`src/rtl/pipe_stage_reg.sv`:
```
// Generic handshaked pipeline stage register with an optional one-entry skid buffer,
// bubble insertion on flush and a saturating count of entries discarded by flush.
module pipe_stage_reg #(
    parameter int unsigned          DATA_W     = 96,
    parameter logic [DATA_W-1:0]    BUBBLE_VAL = '0,
    parameter bit                   SKID_EN    = 1'b1,
    parameter int unsigned          CNT_W      = 8
) (
    input  logic              clk,
    input  logic              rst,
    input  logic              in_valid,
    output logic              in_ready,
    input  logic [DATA_W-1:0] in_data,
    output logic              out_valid,
    input  logic              out_ready,
    output logic [DATA_W-1:0] out_data,
    input  logic              hold,
    input  logic              flush,
    output logic [1:0]        occupancy,
    output logic [CNT_W-1:0]  flush_cnt
);

    // Bit 1 of the encoding is the skid-valid flag, bit 0 is main-valid.
    typedef enum logic [1:0] {
        S_EMPTY = 2'b00,
        S_ONE   = 2'b01,
        S_FULL  = 2'b11
    } state_t;

    state_t              state_q, state_d;
    logic [DATA_W-1:0]   main_q, main_d;
    logic [DATA_W-1:0]   skid_q, skid_d;
    logic [CNT_W-1:0]    cnt_q, cnt_d;
    logic [CNT_W:0]      cnt_sum;
    logic                skid_valid;
    logic                push;
    logic                pop;

    assign skid_valid = state_q[1];
    assign out_valid  = (state_q != S_EMPTY);
    assign out_data   = main_q;
    assign flush_cnt  = cnt_q;

    always_comb begin
        occupancy = 2'd0;
        case (state_q)
            S_ONE:   occupancy = 2'd1;
            S_FULL:  occupancy = 2'd2;
            default: occupancy = 2'd0;
        endcase
    end

    always_comb begin
        if (SKID_EN)
            in_ready = ~skid_valid & ~hold & ~flush & rst;
        else
            in_ready = ~hold & ~flush & rst & (~out_valid | out_ready);
    end

    assign push = in_valid & in_ready;
    assign pop  = out_valid & out_ready & ~hold;

    assign cnt_sum = {1'b0, cnt_q} + (CNT_W+1)'(occupancy);

    always_comb begin
        state_d = state_q;
        main_d  = main_q;
        skid_d  = skid_q;
        cnt_d   = cnt_q;
        if (flush) begin
            state_d = S_EMPTY;
            main_d  = BUBBLE_VAL;
            skid_d  = BUBBLE_VAL;
            cnt_d   = cnt_sum[CNT_W] ? '1 : cnt_sum[CNT_W-1:0];
        end else begin
            case (state_q)
                S_EMPTY: begin
                    if (push) begin
                        state_d = S_ONE;
                        main_d  = in_data;
                    end
                end
                S_ONE: begin
                    if (push && pop) begin
                        main_d = in_data;
                    end else if (push && SKID_EN) begin
                        state_d = S_FULL;
                        skid_d  = in_data;
                    end else if (pop) begin
                        state_d = S_EMPTY;
                        main_d  = BUBBLE_VAL;
                    end
                end
                S_FULL: begin
                    if (pop) begin
                        state_d = S_ONE;
                        main_d  = skid_q;
                        skid_d  = BUBBLE_VAL;
                    end
                end
                default: begin
                    state_d = S_EMPTY;
                    main_d  = BUBBLE_VAL;
                    skid_d  = BUBBLE_VAL;
                end
            endcase
        end
    end

    always_ff @(posedge clk) begin
        if (!rst) begin
            state_q <= S_EMPTY;
            main_q  <= BUBBLE_VAL;
            skid_q  <= BUBBLE_VAL;
            cnt_q   <= '0;
        end else begin
            state_q <= state_d;
            main_q  <= main_d;
            skid_q  <= skid_d;
            cnt_q   <= cnt_d;
        end
    end

endmodule

```
`config.mk`:
```
export PLATFORM = sky130hd
export DESIGN_NAME = pipe_stage_reg
export DESIGN_NICKNAME = d
export VERILOG_FILES = /design/src/rtl/pipe_stage_reg.sv
export SDC_FILE = /design/constraint.sdc
export NUM_CORES = 1
export LEC_CHECK = 0
export ABC_AREA = 1
export BUFFER_PORTS_ARGS = -buffer_cell sky130_fd_sc_hd__buf_4
export CAP_MARGIN = 30
export CORE_UTILIZATION = 25
export CTS_CLUSTER_DIAMETER = 100
export DETAILED_ROUTE_END_ITERATION = 10
export GPL_TIMING_DRIVEN = 0
export REMOVE_ABC_BUFFERS = 1
export SLEW_MARGIN = 0
export SYNTH_ARGS = -nofsm -noshare
export SYNTH_HDL_FRONTEND = slang
export SYNTH_SLANG_ARGS = --single-unit
```
`constraint.sdc`:
```
create_clock -name clk -period 2.4 [get_ports clk]
set_clock_uncertainty 0.05 [all_clocks]
set_input_delay 0.48 -clock clk [delete_from_list [all_inputs] [get_ports clk]]
set_output_delay 0.48 -clock clk [all_outputs]
set_load 0.02 [all_outputs]
```
==> results.md <==
- Hold_buf cts: 0
- Core area: 44,120 um2
- Crit end category: register
- Peak VDD IR: 581.6 uV
- Pwr dens: 535.6 nW/um2
- Final nets: 2,176
- Fin crit period: 2.405 ns
- Syn_area_per_cell: 5.985 um2
- Setup WS post-layout: -0.005321 ns
- Clk sinks: 202
- Post-synthesis mux area share: 0.08972%
- DR vias: 12,630
- Die area: 45,480 um2
- Worst path depth: 8
- DR iter-0 viols: 1,045
- Hold WC Path Type: input pin to register
- Reg2reg end: flush_cnt[6]
- Arrival time at the worst endpoint: 2.82 ns
- Final RePlAce weighted congestion: 0.7457
- First-pass GRT wire length: 68,310 um
- FF/Latch Area: 4051 um2
- Worst Hold Depth: 3
- Root Buffer Master: clkbuf_16
- H-tree lvl count: 1
- Delay of the slowest critical-path stage: 0.65 ns
- Post-synth top area share: 36.25%
- DR WL/cell: 17.48 um
- Antenna violations before repair: 0
- DRT Wirelength: 46,730 um
- Post-DP HPWL: 22,150 um
- Hold Vio Cnt, Final: 0
- Finished Layout Cells: 2,674
- Synth Area in XOR/XNOR: 0.1570%
- Post-route ant nets: 0
- Die W: 213.3 um
- Critical path's slowest cell: fa_1
- R2R Setup Slk: -0.005 ns
- Worst-path clk slew: 0.06 ns
- FF-to-FF Start: state_q[1]
- Synth area leader: dfxtp_1
- Avg Vias per Cell: 4.724
- TritonRoute pass-1 iters: 5
- Main synth FF type: dfxtp_1
- Leak: 6.918 nW
- Failing checks: negative setup slack
- Setup tns final: -0.005321 ns
- DR DRC count: 0
- Total CTS buffers: 26
- Main combinational cell family by area after synthesis: simple AND/OR/NAND/NOR gates
- Hold Startpoint: rst
- Tightest Pin Transition: 0.9703 ns
- Crit path max fanout: 97
- PortBufs: 209
- Layout cells sized above 1: 17.58%
- Synthesized area: 11,160 um2
- Dominant cells by area after synthesis: dfxtp_1 36%, nand2_1 23%, inv_1 10%
- #FFs+latches synth: 202
- Kind of critical path: register to register
- Max-cap violations: 0
- Final worst path period share: 100.2%
- CP Cell Sequence: ha_4 > inv_6 > fa_1 > nor2_2 > nand3_1 > nor2_1 > o21ai_0 > a31oi_1
- Status: finished, violations left
- Placement row count: 77
- Largest net degree at the start of global routing: 83
- Register area share after synthesis: 36.25%
- Multi-input logic area: 5643 um2
- Synth Area in Simple Gates: 37.64%
- Total track usage: 19.75%
- Initial Utilization: 25.28%
- Share of flip-flops with an asynchronous set or reset: 0%
- Gr ovfl total: 0
- Fmax: 0.4157 GHz
- Adder-Cell Fraction of Synth Area: 1.077%
- CTS tree: done
- CP Launch Type: register
- Most frequent cell after synthesis: nand2_1
- Num ports: 210
- Worst skew pair latency: 0.55 ns
- FF-to-FF path depth: 8
- CP top delay family: adder cells
- CP bufs+invs: 1
- Syn. warnings: 0
- Max Slew Vio Count: 0
- Area delta synth->final: 38.98%
- Most frequent cells after synthesis: 691 x nand2_1, 302 x inv_1, 202 x dfxtp_1
- Post-synthesis compound-gate area fraction: 9.375%
- Pwr Total: 8.304 mW
- Fillers: 4,730
- Placed insts: 2,552
- WP data required: 2.82 ns
- Vias in the first global route: 11,640
- Worst Hold Path EP: flush_cnt[5]
- Number of diodes: 0
- Post-synthesis cell type count: 27
- Final setup viols: 1
- EDFF count, synth: 0
- CTS Buffer Depth: 3
- Die Y: 213.3 um
- Max-slew headroom: 35.31%
- Post-Synthesis Cells: 1,864
==> sequential cells by signal, summed over array words and instances, names as in the netlist <==
signal / flops
skid_q: 96
out_data: 96
state_q: 2
flush_cnt: 8
==> what timing repair did <==
action,CTS,global route
gates cloned,19,7
setup endpoints to repair,204,196
setup buffers,42,11
resized for setup,24,12
pin swaps,12,7
==> placed cells by master, fill, tap and decap left out, types with 9 or more instances in the layout <==
cell,synthesis,final
dfxtp_1,202,200
nand4_1,100,100
o21ai_0,101,101
bufbuf_16,0,9
buf_12,0,16
clkbuf_16,0,33
clkbuf_1,81,13
a21oi_1,102,102
nand2_1,691,688
buf_16,0,15
nor2_1,102,100
inv_1,302,298
nand3_1,100,100
buf_4,10,249
==> cell type report <==
type,instances,area share [%]
multi-input combinational,1232,36.39
sequential,202,26.13
tap,592,4.777
clock inverter,3,0.4196
timing repair buffer,299,19.98
inverter,304,7.456
clock buffer,42,4.850
==> kinds of logic (layout without fill, tap and decap cells) <==
kind of cell / Yosys count / after routing
AND/OR/NAND/NOR: 1005 / 1014
buffers and inverters: 439 / 648
AO/OA/AOI/OAI: 206 / 206
flip-flops: 202 / 202
adder cells (fa/ha/maj): 9 / 9
XOR/XNOR: 2 / 2
multiplexers: 1 / 1
==> worst register-to-register path, delay by kind of cell, from the launching register on <==
family,cells,cell delay (ns)
buffers and inverters,1,0.12
AO/OA/AOI/OAI,2,0.23
adder cells (fa/ha/maj),2,1.09
flip-flops,1,0.40
AND/OR/NAND/NOR,3,0.43
==> metrics by stage <==
stage	utilization, %	setup slack, ns	hold slack [ns]	area (um2)
floorplan	-	-5.487	0.4369	10580
global placement	29.21	-11.94	0.4029	12890
detailed placement	30.58	-2.412	0.4064	13500
CTS	34.56	0.003864	0.08633	15250
global route	35.14	-0.05390	0.1088	15510
finish	35.14	-0.005321	0.1139	15510
==> power by group <==
group          switching [mW]  total [mW]  internal, mW
sequential             0.0186        3.41          3.39
clock                    1.56        3.89          2.33
combinational           0.576       0.999         0.424
==> how the worst max path moves through the flow <==
stage                     from      endpoint  slack [ns]
finish              state_q[1]  flush_cnt[6]      -0.005
global route        state_q[1]  out_data[95]       -0.05
CTS                 state_q[1]    skid_q[28]       0.004
detailed placement  state_q[1]  out_data[76]       -2.41
global placement    state_q[1]  out_data[56]      -11.94
floorplan           state_q[1]  out_data[31]       -5.49
==> per-layer routing <==
layer	up-vias	GRT usage, %	part of all wire, %
li1	6154	-	-
met1	5931	24.91	43
met2	479	34.08	48
met3	68	3.265	7.0
met4	0	6.232	2.4
met5	-	0	0
No activity file was read; power rests on OpenSTA's default activity.
